### config.mk
export PLATFORM = sky130hd
export DESIGN_NAME = i2s_codec_port
export DESIGN_NICKNAME = d
export VERILOG_FILES = /design/src/rtl/i2s_pkg.sv /design/src/rtl/i2s_clk_gen.sv /design/src/rtl/i2s_codec_port.sv
export SDC_FILE = /design/constraint.sdc
export NUM_CORES = 1
export LEC_CHECK = 0
export CAP_MARGIN = 20
export CORE_MARGIN = 1.5
export CORE_UTILIZATION = 50
export CTS_BUF_LIST = sky130_fd_sc_hd__clkbuf_16
export CTS_CLUSTER_DIAMETER = 40
export DETAILED_ROUTE_END_ITERATION = 7
export PLACE_DENSITY = 0.87
export SYNTH_ARGS = -nofsm -noshare
export SYNTH_HDL_FRONTEND = slang
export SYNTH_HIERARCHICAL = 1
export SYNTH_SLANG_ARGS = --single-unit
### constraint.sdc
create_clock -name i_clk -period 4.3 [get_ports i_clk]
set_clock_uncertainty 0.2 [all_clocks]
set_input_delay 0.43 -clock i_clk [delete_from_list [all_inputs] [get_ports i_clk]]
set_output_delay 0.43 -clock i_clk [all_outputs]
set_load 0.02 [all_outputs]
### src/rtl/i2s_pkg.sv
// rtl/i2s_pkg.sv - shared defaults and types for the I2S codec port
package i2s_pkg;

  localparam int DATA_W_DEF    = 16;
  localparam int SLOT_BITS_DEF = 32;

  typedef struct packed {
    logic [15:0] l;
    logic [15:0] r;
  } stereo_t;

  typedef enum logic {CH_LEFT, CH_RIGHT} ch_e;

endpackage

### src/rtl/i2s_clk_gen.sv
// rtl/i2s_clk_gen.sv - BCLK/LRCK generator with bit-slot position tracking
//
// Ports:
//   clk, rst     system clock, asynchronous active-high reset
//   en           link enable; low forces the idle bus state
//   bclk, lrck   bit clock and word select (0 = left, 1 = right)
//   rise_evt     BCLK 0->1 toggles on this clock
//   fall_evt     BCLK 1->0 toggles on this clock
//   frame_start  fall event where LRCK goes 1->0
//   right_start  fall event where LRCK goes 0->1
//   p, ch        slot position and channel: updated values on a fall event,
//                current values otherwise (so a rise samples the bit driven
//                at the preceding fall)
module i2s_clk_gen
  import i2s_pkg::*;
#(
  parameter int SLOT_BITS = SLOT_BITS_DEF,
  parameter int CLK_DIV   = 2,
  parameter int PW        = $clog2(SLOT_BITS)
) (
  input  logic          clk,
  input  logic          rst,
  input  logic          en,
  output logic          bclk,
  output logic          lrck,
  output logic          rise_evt,
  output logic          fall_evt,
  output logic          frame_start,
  output logic          right_start,
  output logic [PW-1:0] p,
  output ch_e           ch
);

  localparam int DW = (CLK_DIV > 1) ? $clog2(CLK_DIV) : 1;
  localparam logic [DW-1:0] DIV_LAST = DW'(CLK_DIV - 1);
  localparam logic [PW-1:0] BIT_LAST = PW'(SLOT_BITS - 1);

  logic [DW-1:0] div_cnt;
  logic [PW-1:0] bit_cnt;
  logic          tick;
  logic          slot_wrap;

  assign tick        = en && (div_cnt == DIV_LAST);
  assign rise_evt    = tick && !bclk;
  assign fall_evt    = tick && bclk;
  assign slot_wrap   = fall_evt && (bit_cnt == BIT_LAST);
  assign frame_start = slot_wrap && lrck;
  assign right_start = slot_wrap && !lrck;

  // Look-ahead of the slot position so the top can act in the same clock
  // as the BCLK falling toggle.
  always_comb begin
    p  = bit_cnt;
    ch = lrck ? CH_RIGHT : CH_LEFT;
    if (fall_evt) begin
      p = slot_wrap ? '0 : bit_cnt + 1'b1;
      if (slot_wrap) begin
        ch = lrck ? CH_LEFT : CH_RIGHT;
      end
    end
  end

  // Idle state doubles as the pre-frame state: bit_cnt at its last value and
  // LRCK high make the first fall event after enable a frame start.
  always_ff @(posedge clk or posedge rst) begin
    if (rst) begin
      div_cnt <= '0;
      bit_cnt <= BIT_LAST;
      bclk    <= 1'b0;
      lrck    <= 1'b1;
    end else if (!en) begin
      div_cnt <= '0;
      bit_cnt <= BIT_LAST;
      bclk    <= 1'b0;
      lrck    <= 1'b1;
    end else begin
      if (tick) begin
        div_cnt <= '0;
        bclk    <= ~bclk;
      end else begin
        div_cnt <= div_cnt + 1'b1;
      end
      if (fall_evt) begin
        bit_cnt <= p;
        if (slot_wrap) begin
          lrck <= ~lrck;
        end
      end
    end
  end

endmodule

### src/rtl/i2s_codec_port.sv
// rtl/i2s_codec_port.sv - I2S bus master: ADC sample serializer and DAC deserializer
//
// Ports:
//   i_clk, i_rst             system clock, asynchronous active-high reset
//   i_en                     link enable; low idles the bus
//   i_tx_left/right/valid    stereo ADC pair offered; o_tx_ready = buffer empty
//   o_bclk, o_lrck           bit clock and word select (0 = left)
//   o_adcdat                 serial ADC data, MSB first, one BCLK after LRCK edge
//   i_dacdat                 serial DAC data sampled on BCLK rise
//   o_rx_left/right/valid    last complete received pair, valid pulses once
//   o_underrun               pulse when a frame starts with no pair buffered
module i2s_codec_port
  import i2s_pkg::*;
#(
  parameter int DATA_W    = DATA_W_DEF,
  parameter int SLOT_BITS = SLOT_BITS_DEF,
  parameter int CLK_DIV   = 2
) (
  input  logic              i_clk,
  input  logic              i_rst,
  input  logic              i_en,
  input  logic [DATA_W-1:0] i_tx_left,
  input  logic [DATA_W-1:0] i_tx_right,
  input  logic              i_tx_valid,
  output logic              o_tx_ready,
  output logic              o_bclk,
  output logic              o_lrck,
  output logic              o_adcdat,
  input  logic              i_dacdat,
  output logic [DATA_W-1:0] o_rx_left,
  output logic [DATA_W-1:0] o_rx_right,
  output logic              o_rx_valid,
  output logic              o_underrun
);

  localparam int PW = $clog2(SLOT_BITS);
  localparam logic [PW-1:0] P_LAST = PW'(DATA_W);

  logic          rise_evt;
  logic          fall_evt;
  logic          frame_start;
  logic          right_start;
  logic [PW-1:0] p;
  ch_e           ch;

  i2s_clk_gen #(
    .SLOT_BITS (SLOT_BITS),
    .CLK_DIV   (CLK_DIV),
    .PW        (PW)
  ) u_clk_gen (
    .clk         (i_clk),
    .rst         (i_rst),
    .en          (i_en),
    .bclk        (o_bclk),
    .lrck        (o_lrck),
    .rise_evt    (rise_evt),
    .fall_evt    (fall_evt),
    .frame_start (frame_start),
    .right_start (right_start),
    .p           (p),
    .ch          (ch)
  );

  logic              buf_full;
  logic [DATA_W-1:0] buf_l;
  logic [DATA_W-1:0] buf_r;
  logic [DATA_W-1:0] hold_r;
  logic [DATA_W-1:0] tx_shift;
  logic [DATA_W-2:0] rx_shift;
  logic [DATA_W-1:0] rx_hold_l;
  logic [DATA_W-1:0] rx_word;
  logic              left_ok;
  logic              in_data;

  assign in_data    = (p != '0) && (p <= P_LAST);
  assign rx_word    = {rx_shift, i_dacdat};
  assign o_tx_ready = !buf_full;

  always_ff @(posedge i_clk or posedge i_rst) begin
    if (i_rst) begin
      buf_full   <= 1'b0;
      buf_l      <= '0;
      buf_r      <= '0;
      hold_r     <= '0;
      tx_shift   <= '0;
      rx_shift   <= '0;
      rx_hold_l  <= '0;
      left_ok    <= 1'b0;
      o_adcdat   <= 1'b0;
      o_rx_left  <= '0;
      o_rx_right <= '0;
      o_rx_valid <= 1'b0;
      o_underrun <= 1'b0;
    end else begin
      o_rx_valid <= 1'b0;
      o_underrun <= 1'b0;

      // Capture uses the pre-edge buffer state, so a frame start in the same
      // clock still sees the old contents.
      if (i_tx_valid && !buf_full) begin
        buf_l    <= i_tx_left;
        buf_r    <= i_tx_right;
        buf_full <= 1'b1;
      end

      if (!i_en) begin
        o_adcdat <= 1'b0;
        left_ok  <= 1'b0;
      end else begin
        if (fall_evt) begin
          o_adcdat <= in_data ? tx_shift[DATA_W-1] : 1'b0;
          if (frame_start) begin
            if (buf_full) begin
              tx_shift <= buf_l;
              hold_r   <= buf_r;
              buf_full <= 1'b0;
            end else begin
              tx_shift   <= '0;
              hold_r     <= '0;
              o_underrun <= 1'b1;
            end
          end else if (right_start) begin
            tx_shift <= hold_r;
          end else if (in_data) begin
            tx_shift <= tx_shift << 1;
          end
        end

        if (rise_evt && in_data) begin
          rx_shift <= rx_word[DATA_W-2:0];
          if (p == P_LAST) begin
            if (ch == CH_LEFT) begin
              rx_hold_l <= rx_word;
              left_ok   <= 1'b1;
            end else if (left_ok) begin
              o_rx_left  <= rx_hold_l;
              o_rx_right <= rx_word;
              o_rx_valid <= 1'b1;
              left_ok    <= 1'b0;
            end
          end
        end
      end
    end
  end

endmodule
==> impl_metrics.py, run 1 <==
metrics = {
    "timing": {
        "worstMarginPinSlew_ns": 0.811,
        "period_share": 0.897,
        "rsz0062_at_grt": "no",
        "setup_viol": 0,
        "drv_slew": 0,
        "hold_viol": 0,
        "fmax_mhz": 259,
        "final.setup.tns_ns": 0,
        "slew_headroom": 0.459,
        "period_minus_slack_ns": 3.86,
    },
    "synthesis": {
        "yosys.area_share.adder": 0.00837,
        "ys_ff_latch": 140,
        "ys_warn_count": 6,
        "seq_area_frac_synth": 0.587,
        "yosysTopAreaCellShare": 0.561,
        "synth_area_leaders": "dfrtp_1 56%, mux2_2 14%, mux2_4 10%",
        "yosys.area_share.simple": 0.0609,
        "synth_top_family_by_area": "multiplexers",
        "netlist_instances": 420,
        "synthXorXnorAreaFrac": 0.00146,
        "synth-compound-area-share": 0.0521,
        "synthesis.area_um2": 5980,
        "yosysTopAreaCell": "dfrtp_1",
        "synth_cell_types": 41,
        "synthMuxAreaShare": 0.261,
        "syn_area_per_cell_um2": 14.2,
        "syn_nets": 461,
    },
    "outcome": {
        "violations": "DRC",
        "status": "finished, violations left",
    },
    "clock_network": {
        "cts_tree": "done",
        "cts_made_buffers": 17,
        "cts_resized": 0,
        "cts_sinks": 140,
        "clock_path_buffers": 2,
        "cts_hold_buffers": 0,
        "clkTransAtPathRegs_ns": 0.06,
        "cts-htree-levels": 4,
        "post-cts-setup-buffer-count": 0,
        "clock_latency_ns": 0.42,
        "cts_root_buf": "clkbuf_16",
    },
    "placed_design": {
        "dp_hpwl_mm": 7.02,
        "io_buffers": 74,
        "placed_area_um2": 6840,
        "gp_congestion": 0.836,
    },
    "routing": {
        "ant_nets": 0,
        "wire_per_inst_um": 16.6,
        "drtPass1Iterations": 8,
        "drc": 10,
        "vias": 3531,
        "vias_per_cell": 5.39,
        "drtIter0Drc": 163,
        "drt_wl_total_mm": 10.9,
    },
    "grt": {
        "grt.overflow.total": 0,
        "grt_pass1_wl_mm": 18.6,
        "grt_max_degree": 68,
        "antenna_found_initial": 0,
        "grt_use_total": 0.189,
        "grt_pass1_vias": 3689,
    },
    "floorplanning": {
        "fp.coreArea_um2": 11600,
        "row_count": 39,
        "die_h_um": 112,
        "die_w_um": 112,
        "initial_core_util": 0.517,
        "pin_count": 75,
        "fp.dieArea_um2": 12600,
    },
    "layout": {
        "layout_commonest_cell": "dfrtp_1",
        "fillerInstances": 809,
        "final_cell_mix": "134 x dfrtp_1, 74 x clkdlybuf4s50_1, 72 x mux2_2, 40 x mux2_4, 40 x nand2_1",
        "antenna_cells": 0,
        "nNetsFinal": 540,
        "drive_gt1_frac": 0.318,
        "fin_area_um2": 7440,
        "area_delta_synth_final_pct": 24.5,
    },
    "critical_path": {
        "required_ns": 4.40,
        "path_class": "flop to flop",
        "critical_path.max_fanout": 16,
        "end_kind": "flop",
        "r2r_slack_ns": 0.44,
        "critPathLaunchType": "flop",
        "arrival_ns": 3.95,
    },
    "power": {
        "powerDensity_nw_per_um2": 453,
        "p_leak_uw": 0.00349,
        "peakVddDrop_uv": 353,
    },
    "min_path": {
        "hold_path.class": "primary input to async pin",
    },
    "job": {
        "maxCapViolCount": 0,
    },
}
cell families (layout without fill, tap and decap cells):
group	Yosys count	count (layout)
XOR/XNOR	1	1
buffers and inverters	30	122
AO/OA/AOI/OAI	47	47
AND/OR/NAND/NOR	71	71
flip-flops	140	140
multiplexers	127	127
adder cells (fa/ha/maj)	4	4
path summary, 6_finish.rpt:
| path | from | to | cells past startpoint |
|---|---|---|---|
| min in group i_clk | hold_r[0] | hold_r[0] | 2 |
| min reg2reg | hold_r[0] | hold_r[0] | 2 |
| max in group asynchronous | i_rst | tx_shift[12] | 3 |
| min | i_rst | u_clk_gen/bclk | 2 |
| max | u_clk_gen/bit_cnt[0] | rx_hold_l[14] | 12 |
| max reg2reg | u_clk_gen/bit_cnt[0] | rx_hold_l[14] | 12 |
synthesized netlist by cell type (all sizes together):
| library cell | n |
|---|---|
| a211o | 1 |
| a21o | 2 |
| a21oi | 4 |
| a311oi | 1 |
| a31oi | 1 |
| and2 | 2 |
| and3 | 2 |
| and3b | 1 |
| and4b | 1 |
| buf | 16 |
| clkbuf | 7 |
| dfrtp | 134 |
| dfstp | 6 |
| ha | 4 |
| inv | 7 |
| mux2 | 112 |
| mux2i | 15 |
| nand2 | 40 |
| nand2b | 2 |
| nand3 | 7 |
| nand3b | 1 |
| nand4 | 1 |
| nor2 | 7 |
| nor2b | 2 |
| nor3 | 1 |
| nor4 | 1 |
| o211ai | 1 |
| o21ai | 22 |
| o2bb2ai | 15 |
| or2 | 1 |
| or4 | 1 |
| or4b | 1 |
| xnor2 | 1 |
registers in the layout (all words and copies together), names as in the netlist, 5 cells and up:
signal / flops
buf_l: 16
buf_r: 16
hold_r: 16
o_rx_left: 16
o_rx_right: 16
rx_hold_l: 16
rx_shift: 15
tx_shift: 16
u_clk_gen/bit_cnt: 5
worst max-delay path, stage by stage (launching register included):
cell     delay, ns
dfstp_2       0.58
ha_1          0.19
and3_1        0.17
ha_1          0.31
a31oi_1       0.07
o21ai_0       0.23
nand2_1       0.13
nor4_4        0.33
ha_1          0.34
and4b_1       0.33
and3b_1       0.18
buf_4         0.28
mux2_2        0.38
through the flow:
stage | setup slack [ns] | instances | total power (uW) | hold slack, ns | util
floorplan | 0.144 | 420 | 1800 | 0.0414 | -
global placement | 0.481 | 623 | 1890 | 0.261 | 0.591
detailed placement | 0.383 | 623 | 1920 | 0.271 | 0.591
CTS | 0.462 | 655 | 3400 | 0.166 | 0.644
global route | 0.211 | 655 | 3520 | 0.182 | 0.644
finish | 0.445 | 655 | 3370 | 0.163 | 0.644
layer usage:
layer / up-vias / routed length (um) / global-route usage
li1: 1652 / - / -
met1: 1761 / 4870 / 0.245
met2: 106 / 5420 / 0.302
met3: 12 / 475 / 0.0648
met4: 0 / 102 / 0.0574
met5: - / 0 / 0
cell type report:
| cell class | count | area (um^2) | area share |
|---|---|---|---|
| Clock inverter | 15 | 180 | 0.0242 |
| Sequential cell | 140 | 3510 | 0.472 |
| Multi-Input combinational cell | 250 | 2300 | 0.309 |
| Inverter | 7 | 28.8 | 0.00387 |
| Timing Repair Buffer | 83 | 821 | 0.110 |
| Tap cell | 143 | 179 | 0.0240 |
| Clock buffer | 17 | 425 | 0.0572 |
report_power, final:
| part | switching [uW] | internal, uW |
|---|---|---|
| Sequential | 105 | 1490 |
| Clock | 518 | 957 |
| Combinational | 119 | 184 |
No activity file was read; power rests on OpenSTA's default activity.
==> run 2: changes to the inputs <==
--- a/config.mk
+++ b/config.mk
@@ -10,7 +10,9 @@
 export CORE_UTILIZATION = 50
 export CTS_BUF_LIST = sky130_fd_sc_hd__clkbuf_16
 export CTS_CLUSTER_DIAMETER = 40
+export CTS_CLUSTER_SIZE = 24
 export DETAILED_ROUTE_END_ITERATION = 7
+export HOLD_SLACK_MARGIN = 0.1
 export PLACE_DENSITY = 0.87
 export SYNTH_ARGS = -nofsm -noshare
 export SYNTH_HDL_FRONTEND = slang
==> results of run 2 <==
Same layout as run 1: the final DEF is identical, and so are final timing and power.
==> run 3: changes to the inputs <==
--- a/config.mk
+++ b/config.mk
@@ -8,12 +8,13 @@
 export CAP_MARGIN = 20
 export CORE_MARGIN = 1.5
 export CORE_UTILIZATION = 50
-export CTS_BUF_LIST = sky130_fd_sc_hd__clkbuf_16
+export CTS_BUF_LIST = sky130_fd_sc_hd__clkbuf_4 sky130_fd_sc_hd__clkbuf_8 sky130_fd_sc_hd__clkbuf_16
 export CTS_CLUSTER_DIAMETER = 40
 export CTS_CLUSTER_SIZE = 24
 export DETAILED_ROUTE_END_ITERATION = 7
 export HOLD_SLACK_MARGIN = 0.1
 export PLACE_DENSITY = 0.87
+export RECOVER_POWER = 50
 export SYNTH_ARGS = -nofsm -noshare
 export SYNTH_HDL_FRONTEND = slang
 export SYNTH_HIERARCHICAL = 1
==> impl_metrics.py, run 3 (same netlist as run 1, synthesis figures left out) <==
metrics = {
    "outcome": {
        "status": "finished, violations left",
        "violations": "DRC, capacitance limit, slew limit",
    },
    "critical_path": {
        "critical_path.max_fanout": 16,
        "critPathLaunchType": "flop",
        "end_kind": "flop",
        "r2r-start": "u_clk_gen/bit_cnt[0]",
        "reg2reg_depth": 12,
        "arrival_ns": 4.02,
        "required_ns": 4.40,
        "path_class": "flop to flop",
        "r2r_slack_ns": 0.39,
        "crit-reg2reg-capture": "rx_hold_l[14]",
    },
    "clock_network": {
        "cts_made_buffers": 17,
        "cts_hold_buffers": 0,
        "cts_sinks": 140,
        "clock_latency_ns": 0.42,
        "cts_tree": "done",
        "cts_resized": 0,
        "cts_root_buf": "clkbuf_16",
        "post-cts-setup-buffer-count": 0,
        "clkTransAtPathRegs_ns": 0.06,
        "cts-htree-levels": 4,
        "clock_path_buffers": 2,
    },
    "floorplanning": {
        "row_count": 39,
        "die_w_um": 112,
        "die_h_um": 112,
        "fp.coreArea_um2": 11600,
        "initial_core_util": 0.517,
        "fp.dieArea_um2": 12600,
        "pin_count": 75,
    },
    "layout": {
        "layout_commonest_cell": "dfrtp_1",
        "drive_gt1_frac": 0.316,
        "fillerInstances": 813,
        "antenna_cells": 0,
        "final_util": 0.646,
        "nNetsFinal": 540,
        "area_delta_synth_final_pct": 24.9,
        "final_cell_mix": "134 x dfrtp_1, 72 x mux2_2, 66 x clkdlybuf4s50_1, 40 x mux2_4, 40 x nand2_1",
    },
    "grt": {
        "antenna_found_initial": 0,
        "grt.overflow.total": 0,
        "grt_max_degree": 68,
        "grt_pass1_wl_mm": 18.8,
        "grt_use_total": 0.191,
        "grt_pass1_vias": 3742,
    },
    "power": {
        "peakVddDrop_uv": 320,
        "powerDensity_nw_per_um2": 461,
        "p_comb_frac": 0.088,
        "power_frac_seq": 0.462,
        "p_int_uw": 2690,
        "p_total_uw": 3440,
        "p_clk_frac": 0.449,
        "switching_power_uw": 752,
        "p_leak_uw": 0.00352,
        "switching_share": 0.219,
    },
    "timing": {
        "rsz0062_at_grt": "no",
        "period_share": 0.910,
        "slew_headroom": -0.645,
        "final.setup.tns_ns": 0,
        "setup_viol": 0,
        "hold_viol": 0,
        "period_minus_slack_ns": 3.91,
        "worstMarginPinSlew_ns": 2.47,
        "fmax_mhz": 256,
        "drv_slew": 101,
    },
    "routing": {
        "vias_per_cell": 5.36,
        "ant_nets": 0,
        "drtPass1Iterations": 8,
        "drt_wl_total_mm": 11.1,
        "drtIter0Drc": 144,
        "drc": 10,
        "vias": 3512,
        "wire_per_inst_um": 16.9,
    },
    "placed_design": {
        "gp_congestion": 0.836,
        "dp_hpwl_mm": 7.02,
        "io_buffers": 74,
    },
    "job": {
        "maxCapViolCount": 2,
    },
    "min_path": {
        "hold_path.class": "primary input to async pin",
    },
}
## run 3: layer usage
metal  vias to the layer above  track usage  share of wire
met2                        93        0.312           0.50
met5                         -            0              0
met1                      1758        0.245           0.45
met4                         0       0.0565         0.0097
li1                       1648            -              -
met3                        13       0.0632          0.039
## run 3: how the worst max path moves through the flow
| stage | slack [ns] | startpoint | endpoint | depth (start not counted) |
|---|---|---|---|---|
| after floorplan | 0.14 | i_rst | buf_full | 1 |
| after global placement | 0.48 | i_en | rx_hold_l[15] | 10 |
| after detailed placement | 0.38 | i_en | rx_hold_l[11] | 10 |
| after CTS | 0.46 | u_clk_gen/bit_cnt[0] | rx_hold_l[14] | 12 |
| after global routing | 0.14 | u_clk_gen/bit_cnt[0] | rx_hold_l[14] | 12 |
| final | 0.39 | u_clk_gen/bit_cnt[0] | rx_hold_l[14] | 12 |
## run 3: area by class of cell
| cell class | count | area (um^2) | share of cell area |
|---|---|---|---|
| Clock buffer | 21 | 474 | 0.0635 |
| Tap cell | 143 | 179 | 0.0240 |
| Sequential cell | 140 | 3510 | 0.470 |
| Clock inverter | 11 | 165 | 0.0221 |
| Multi-Input combinational cell | 250 | 2300 | 0.308 |
| Timing Repair Buffer | 83 | 813 | 0.109 |
| Inverter | 7 | 26.3 | 0.00352 |
## run 3: critical path, stage by stage (launching register included)
cell and delay, ns:
dfstp_1 0.61, ha_1 0.21, and3_1 0.17, ha_1 0.31, a31oi_1 0.07, o21ai_0 0.23, nand2_1 0.14, nor4_4 0.33
ha_1 0.34, and4b_1 0.33, and3b_1 0.18, buf_4 0.28, mux2_2 0.38
## run 3: power groups by stage
stage / clock (uW) / combinational [uW] / sequential, uW
2_1_floorplan: 0 / 229 / 1570
5_1_grt: 1630 / 339 / 1610
3_5_place_dp: 0 / 305 / 1610
4_1_cts: 1570 / 310 / 1590
6_report: 1550 / 304 / 1590
3_3_place_gp: 0 / 289 / 1600
## run 3: through the flow
step                      cells  instance area (um^2)  hold slack (ns)  setup WS (ns)
final                       655                  7470            0.231          0.388
after global routing        655                  7470            0.242          0.139
after CTS                   655                  7480            0.168          0.462
after detailed placement    623                  6840            0.271          0.383
after global placement      623                  6840            0.261          0.481
after floorplan             420                  5980           0.0414          0.144
